==> src/rtl/alu_seq_if.sv <==
// alu_seq_if: operand/control bus between the multiply/divide sequencer and
// one ALU instance.
//   src1, src2 : ALU operands (driven by the sequencer)
//   ctrl       : ALU control, 0010 = ADD, 0110 = SUB, 0000 = idle
//   result     : ALU registered result, valid the cycle after an issue
// modport master: the sequencer side; modport slave: the ALU side.
interface alu_seq_if #(
    parameter int WIDTH = 32
);
    logic [WIDTH-1:0] src1;
    logic [WIDTH-1:0] src2;
    logic [3:0]       ctrl;
    logic [WIDTH-1:0] result;

    modport master (
        output src1,
        output src2,
        output ctrl,
        input  result
    );

    modport slave (
        input  src1,
        input  src2,
        input  ctrl,
        output result
    );
endinterface

==> src/rtl/alu_seq.sv <==
// alu_seq: iterative unsigned MUL (low 32 bits) / restoring DIV sequencer that
// builds its arithmetic out of ADD/SUB operations issued to an external ALU.
//
// Ports:
//   clk, rst      : clock, synchronous active-high reset
//   start, op     : command strobe (taken only when ready=1); op 0=MUL, 1=DIV
//   a, b          : multiplicand/dividend, multiplier/divisor
//   ready         : high while idle
//   done          : one-cycle pulse; res_lo/res_hi/err valid from this cycle on
//   err           : DIV with b==0 or b[31]==1
//   res_lo/res_hi : product/0 (MUL) or quotient/remainder (DIV)
//   alu           : ALU operand/control bus (master side)
//
// Build option: define ALU_SEQ_EARLY_EXIT_EN to let MUL finish as soon as no
// set multiplier bits remain (checked in the ITER state).
module alu_seq #(
    parameter int WIDTH = 32,
    parameter int CNT_W = 6
) (
    input  logic             clk,
    input  logic             rst,
    input  logic             start,
    input  logic             op,
    input  logic [WIDTH-1:0] a,
    input  logic [WIDTH-1:0] b,
    output logic             ready,
    output logic             done,
    output logic             err,
    output logic [WIDTH-1:0] res_lo,
    output logic [WIDTH-1:0] res_hi,
    alu_seq_if.master        alu
);

    localparam logic [3:0]       CTRL_IDLE = 4'b0000;
    localparam logic [3:0]       CTRL_ADD  = 4'b0010;
    localparam logic [3:0]       CTRL_SUB  = 4'b0110;
    localparam logic [CNT_W-1:0] K_LAST    = CNT_W'(WIDTH - 1);

    typedef enum logic [2:0] {
        S_IDLE,
        S_ITER,
        S_ISSUE,
        S_CAPTURE,
        S_DONE
    } state_t;

    state_t           state, state_nxt;
    logic [CNT_W-1:0] k, k_nxt;
    logic             op_q, op_nxt;
    logic [WIDTH-1:0] dvsr, dvsr_nxt;     // DIV divisor
    logic [WIDTH-1:0] acc, acc_nxt;       // MUL partial product
    logic [WIDTH-1:0] mcand, mcand_nxt;   // MUL shifted multiplicand
    logic [WIDTH-1:0] mplr, mplr_nxt;     // MUL multiplier, shifted right so bit 0 is bit k
    logic [WIDTH-1:0] rem, rem_nxt;       // DIV partial remainder
    logic [WIDTH-1:0] q, q_nxt;           // DIV dividend shifting out / quotient shifting in
    logic [WIDTH-1:0] trial, trial_nxt;   // DIV {rem, next dividend bit}
    logic [WIDTH-1:0] res_lo_nxt, res_hi_nxt;
    logic             err_nxt;
    logic             last;
    logic             fin;                // normal completion, results taken from datapath
    logic             early_exit;

    assign ready = (state == S_IDLE);
    assign done  = (state == S_DONE);
    assign last  = (k == K_LAST);

`ifdef ALU_SEQ_EARLY_EXIT_EN
    // mplr has already been shifted down by k, so this is mplr[31:k]==0.
    assign early_exit = (mplr == '0);
`else
    assign early_exit = 1'b0;
`endif

    always_comb begin
        state_nxt  = state;
        k_nxt      = k;
        op_nxt     = op_q;
        dvsr_nxt   = dvsr;
        acc_nxt    = acc;
        mcand_nxt  = mcand;
        mplr_nxt   = mplr;
        rem_nxt    = rem;
        q_nxt      = q;
        trial_nxt  = trial;
        res_lo_nxt = res_lo;
        res_hi_nxt = res_hi;
        err_nxt    = err;
        fin        = 1'b0;
        alu.src1   = '0;
        alu.src2   = '0;
        alu.ctrl   = CTRL_IDLE;

        case (state)
            S_IDLE: begin
                if (start) begin
                    op_nxt    = op;
                    k_nxt     = '0;
                    acc_nxt   = '0;
                    rem_nxt   = '0;
                    trial_nxt = '0;
                    if (!op) begin
                        mcand_nxt = a;
                        mplr_nxt  = b;
                        q_nxt     = '0;
                        dvsr_nxt  = '0;
                        // A set bit skips the ITER cycle and goes straight to the add.
                        state_nxt = b[0] ? S_ISSUE : S_ITER;
                    end else begin
                        mcand_nxt = '0;
                        mplr_nxt  = '0;
                        q_nxt     = a;
                        dvsr_nxt  = b;
                        // b[31] set would let the trial subtraction overflow.
                        if (b == '0 || b[WIDTH-1]) begin
                            state_nxt  = S_DONE;
                            res_lo_nxt = '1;
                            res_hi_nxt = a;
                            err_nxt    = 1'b1;
                        end else begin
                            state_nxt = S_ITER;
                        end
                    end
                end
            end

            S_ITER: begin
                if (!op_q) begin
                    // Only reached for a clear multiplier bit.
                    if (early_exit) begin
                        state_nxt = S_DONE;
                        fin       = 1'b1;
                    end else begin
                        mcand_nxt = mcand << 1;
                        mplr_nxt  = mplr >> 1;
                        if (last) begin
                            state_nxt = S_DONE;
                            fin       = 1'b1;
                        end else begin
                            k_nxt     = k + CNT_W'(1);
                            state_nxt = mplr[1] ? S_ISSUE : S_ITER;
                        end
                    end
                end else begin
                    trial_nxt = {rem[WIDTH-2:0], q[WIDTH-1]};
                    q_nxt     = q << 1;
                    state_nxt = S_ISSUE;
                end
            end

            S_ISSUE: begin
                if (!op_q) begin
                    alu.src1 = acc;
                    alu.src2 = mcand;
                    alu.ctrl = CTRL_ADD;
                end else begin
                    alu.src1 = trial;
                    alu.src2 = dvsr;
                    alu.ctrl = CTRL_SUB;
                end
                state_nxt = S_CAPTURE;
            end

            S_CAPTURE: begin
                if (!op_q) begin
                    acc_nxt   = alu.result;
                    mcand_nxt = mcand << 1;
                    mplr_nxt  = mplr >> 1;
                end else begin
                    // Negative difference means the divisor did not fit: restore.
                    rem_nxt = alu.result[WIDTH-1] ? trial : alu.result;
                    q_nxt   = {q[WIDTH-1:1], ~alu.result[WIDTH-1]};
                end
                if (last) begin
                    state_nxt = S_DONE;
                    fin       = 1'b1;
                end else begin
                    k_nxt = k + CNT_W'(1);
                    if (!op_q) state_nxt = mplr[1] ? S_ISSUE : S_ITER;
                    else       state_nxt = S_ITER;
                end
            end

            S_DONE: begin
                state_nxt = S_IDLE;
            end

            default: begin
                state_nxt = S_IDLE;
            end
        endcase

        // Results are loaded on the edge into DONE so they are valid with done.
        if (fin) begin
            res_lo_nxt = op_q ? q_nxt : acc_nxt;
            res_hi_nxt = op_q ? rem_nxt : '0;
            err_nxt    = 1'b0;
        end
    end

    always_ff @(posedge clk) begin
        if (rst) begin
            state  <= S_IDLE;
            k      <= '0;
            op_q   <= 1'b0;
            dvsr   <= '0;
            acc    <= '0;
            mcand  <= '0;
            mplr   <= '0;
            rem    <= '0;
            q      <= '0;
            trial  <= '0;
            res_lo <= '0;
            res_hi <= '0;
            err    <= 1'b0;
        end else begin
            state  <= state_nxt;
            k      <= k_nxt;
            op_q   <= op_nxt;
            dvsr   <= dvsr_nxt;
            acc    <= acc_nxt;
            mcand  <= mcand_nxt;
            mplr   <= mplr_nxt;
            rem    <= rem_nxt;
            q      <= q_nxt;
            trial  <= trial_nxt;
            res_lo <= res_lo_nxt;
            res_hi <= res_hi_nxt;
            err    <= err_nxt;
        end
    end

endmodule

==> src/flat_wrapper.sv <==
// flat-port wrapper written by rule: the top's interface ports become plain ports
module alu_seq_flat 
#(
    parameter int WIDTH = 32,
    parameter int CNT_W = 6
)
  (clk, rst, start, op, a, b, ready, done, err, res_lo, res_hi, alu_src1, alu_src2, alu_ctrl, alu_result);
  alu_seq_if #(.WIDTH(WIDTH)) alu_i ();
  input  logic clk;
  input  logic rst;
  input  logic start;
  input  logic op;
  input  logic [WIDTH-1:0] a;
  input  logic [WIDTH-1:0] b;
  output logic ready;
  output logic done;
  output logic err;
  output logic [WIDTH-1:0] res_lo;
  output logic [WIDTH-1:0] res_hi;
  output wire logic [$bits(alu_i.src1)-1:0] alu_src1;
  output wire logic [$bits(alu_i.src2)-1:0] alu_src2;
  output wire logic [$bits(alu_i.ctrl)-1:0] alu_ctrl;
  input wire logic [$bits(alu_i.result)-1:0] alu_result;
  assign alu_src1 = alu_i.src1;
  assign alu_src2 = alu_i.src2;
  assign alu_ctrl = alu_i.ctrl;
  assign alu_i.result = alu_result;
  alu_seq #(.WIDTH(WIDTH), .CNT_W(CNT_W)) u_core (.clk(clk), .rst(rst), .start(start), .op(op), .a(a), .b(b), .ready(ready), .done(done), .err(err), .res_lo(res_lo), .res_hi(res_hi), .alu(alu_i));
endmodule
==> config.mk <==
export PLATFORM = sky130hd
export DESIGN_NAME = alu_seq_flat
export DESIGN_NICKNAME = d
export VERILOG_FILES = /design/src/rtl/alu_seq_if.sv /design/src/rtl/alu_seq.sv /design/src/flat_wrapper.sv
export SDC_FILE = /design/constraint.sdc
export NUM_CORES = 1
export LEC_CHECK = 0
export BUFFER_PORTS_ARGS = -buffer_cell sky130_fd_sc_hd__buf_2
export CELL_PAD_IN_SITES_DETAIL_PLACEMENT = 1
export CELL_PAD_IN_SITES_GLOBAL_PLACEMENT = 1
export CORE_MARGIN = 2
export CORE_UTILIZATION = 38
export CTS_BUF_LIST = sky130_fd_sc_hd__clkbuf_16
export CTS_CLUSTER_SIZE = 20
export DETAILED_ROUTE_END_ITERATION = 6
export MAX_ROUTING_LAYER = met4
export PLACE_DENSITY = 0.74
export SKIP_CTS_REPAIR_TIMING = 1
export SYNTH_ARGS = -nofsm -noshare
export SYNTH_HDL_FRONTEND = slang
export SYNTH_SLANG_ARGS = --single-unit
==> constraint.sdc <==
create_clock -name clk -period 2.2 [get_ports clk]
set_input_delay 0.66 -clock clk [delete_from_list [all_inputs] [get_ports clk]]
set_output_delay 0.66 -clock clk [all_outputs]
set_load 0.1 [all_outputs]
==> flow_summary.yaml <==
run_status:
  status: "finished with violations"
  failed_checks: "design-rule violations, negative setup slack"
global_route:
  grt_overflow: 0
  grt_pass1_vias: 13900
  grt_pass1_wl_um: 80100
  grt_max_degree: 99
  grt_use_total_pct: 27.1
  antenna_found_initial: 2
sta:
  final_hold_viol_count: 0
  rsz0062_at_grt: "true"
  period_minus_slack_ps: 2550
  fmax_mhz: 392
  setup_viol: 68
  max_slew_margin_pct: 61.6
  fin_skew_ps: 7.90
  period_share_pct: 116
  slew_violations: 0
  setup_ws_ps: -353
  fin_worst_hold_slack_ps: 388
  worst_pin_slew_ps: 574
power:
  p_comb_share_pct: 28.9
  power_per_cell_area_mw_per_mm2: 811
  clockPowerShare_pct: 32.0
  p_sw_mw: 5.63
  ir_drop_v: 0.000714
  power.internal_mw: 10.2
  seqPwrFrac_pct: 39.1
  switching_share_pct: 35.5
  p_leak_nw: 7.16
  power_mw: 15.8
placement:
  place_congestion: 0.854
  numPortBuffers: 232
  place_ws_ps: -452
  placed_area_mm2: 0.0176
  dpl.hpwl_um: 35800
route:
  vias: 14100
  wl_per_cell_um: 22.5
  drt_pass1_iterations: 7
  viasPerCell: 5.85
  drc: 14
  postRouteAntennaNets: 0
  postRouteWirelength_um: 54100
  drtIter0Drc: 1094
worst_hold_path:
  hold_path_depth: 2
  hold_class: "primary input to register"
  whs_endpoint: "u_core.k[1]"
  worstHoldStart: "rst"
clocking:
  cts.reportedPaths.clkPinSlew_ps: 60
  worstSkewPairLatency_ps: 570
  root_buffer: "clkbuf_16"
  cts_sinks: 297
  cts_buffer_depth: 3
  cts_made_buffers: 31
  cts_tree: "built"
  cts.htree.levels: 1
synth:
  seq_area_frac_synth_pct: 43.2
  synth_top_flop_cell: "dfxtp_1"
  synthTopCellsByCount: "dfxtp_1 (297), nor2_1 (236), a21oi_1 (197), nand2_1 (134), clkbuf_1 (118)"
  synth.distinct_cells: 51
  synth_top_area_cell: "dfxtp_1"
  synth.most_common_cell: "dfxtp_1"
  ys_ff_latch: 297
  syn_inst: 1676
  synth_top_area_share_pct: 43.2
  synthTopCellsByArea: "dfxtp_1 (43%), a21oi_1 (7.2%), mux2i_1 (7.0%)"
  synth_edf_count: 0
  ys_async_sr_fraction_pct: 0
  synthesis.area_mm2: 0.0138
  syn_area_per_cell_um2: 8.22
  yosys_warnings: 0
worst_setup_path:
  rrSetupSlack_ps: 80
  required_ps: 1540
  arrival_ps: 1890
  path_class: "register to output pin"
  r2r_end: "u_core.res_lo[1]"
  endpoint_kind: "output pin"
  regToRegStartpoint: "u_core.op_q"
  rr_worst_depth: 8
  start_kind: "register"
  cp_max_fo: 12
final_layout:
  drive_above_1_share_pct: 30.3
  nFillCells: 4050
  final_area_mm2: 0.0195
  fin_nets: 2019
  syn2layout_area_growth_pct: 41.8
floorplan:
  num_io_pins: 235
  core_mm2: 0.0357
  fp.dieH_um: 194
  start_util_pct: 38.6
  dieWidth_um: 194
  die_area_mm2: 0.0378
  core.rowCount: 69
flow_run:
  max_cap_viol_count: 0
-- logic make-up (layout without fill, tap and decap cells) --
family                     Yosys count  after routing  share of synthesized area, %
AOI/OAI and AO/OA                  469            469                          22.8
xor gates and xnor gates             4              4                         0.254
adders and majority gates            1              1                        0.0909
buffers and inverters              202            465                          5.88
DFF                                297            297                          43.2
muxes                               96             96                          6.98
other                                1              4                        0.0272
and+or+nand+nor                    606            606                          20.8
-- power by group through the flow --
stage	registers, mW	logic [mW]	clock network, mW
global placement	6.21	4.01	0
CTS	6.12	4.15	5.12
floorplan	6.70	2.27	0
finish	6.19	4.57	5.08
detailed placement	6.23	4.13	0
global route	6.23	4.84	5.37
-- final cells by class --
class / instances / area (um2) / share of cell area, %
inverter: 38 / 150 / 0.769
clock inverter: 23 / 151 / 0.775
timing repair buffer: 372 / 3800 / 19.5
antenna: 2 / 5.00 / 0.0256
clock buffer: 32 / 801 / 4.10
multi-input combinational: 1178 / 8080 / 41.4
sequential: 297 / 5960 / 30.5
tap: 461 / 577 / 2.95
-- metal layers --
| metal | wire [um] | up-vias | track usage, % |
|---|---|---|---|
| met3 | 3230 | 82 | 3.09 |
| met2 | 25600 | 480 | 42.6 |
| met1 | 23800 | 7051 | 36.9 |
| met4 | 1420 | 0 | 7.46 |
| met5 | 0 | - | - |
| li1 | - | 6448 | - |
-- critical path, cell delays in order (launching register included) --
cell and delay (ps):
dfxtp_4 380, buf_12 130, buf_6 210, mux2i_1 340, nor2_4 80, buf_12 170
-- registers in the layout, summed over array words and instances, names as in the netlist --
register / flops
u_core.q: 32
u_core.dvsr: 32
u_core.acc: 32
u_core.res_hi: 32
u_core.res_lo: 32
u_core.rem: 31
u_core.op_q: 1
u_core.state: 3
u_core.trial: 32
u_core.err: 1
u_core.mplr: 31
u_core.mcand: 32
u_core.k: 6
-- through the flow --
stage	setup TNS, ps	std cells	utilization [%]
floorplan	-5040	1677	-
global placement	-25190	2322	49.5
detailed placement	-30200	2322	49.5
CTS	-27230	2377	52.1
global route	-21190	2403	54.8
finish	-18200	2403	54.8
-- cell usage in the layout (no fill, tap or decap), drive strengths merged, types with 3 or more instances in the layout --
| cell type | n |
|---|---|
| mux2i | 96 |
| a22oi | 64 |
| or3 | 32 |
| nand3 | 73 |
| o21a | 32 |
| a21oi | 198 |
| nor4 | 8 |
| dfxtp | 297 |
| nor2 | 237 |
| inv | 47 |
| nand2b | 8 |
| o21ai | 34 |
| buf | 366 |
| o221a | 30 |
| nor3 | 9 |
| nor3b | 61 |
| a211oi | 64 |
| clkbuf | 38 |
| clkinvlp | 4 |
| a221oi | 3 |
| nor2b | 32 |
| nand2 | 134 |
| a32oi | 31 |
| nand4 | 3 |
| clkinv | 8 |
| xnor2 | 4 |
| o211ai | 3 |
-- worst max-delay path by stage --
stage,end,slack [ps],start
after floorplan,u_core.res_lo[20],-140,u_core.state[1]
after global placement,u_core.res_lo[8],-410,b[24]
after detailed placement,u_core.res_hi[25],-450,b[24]
after CTS,alu_src1[18],-530,u_core.op_q
after global routing,alu_src1[16],-390,u_core.op_q
final,alu_src1[16],-350,u_core.op_q
(Power assumes the default switching activity.)
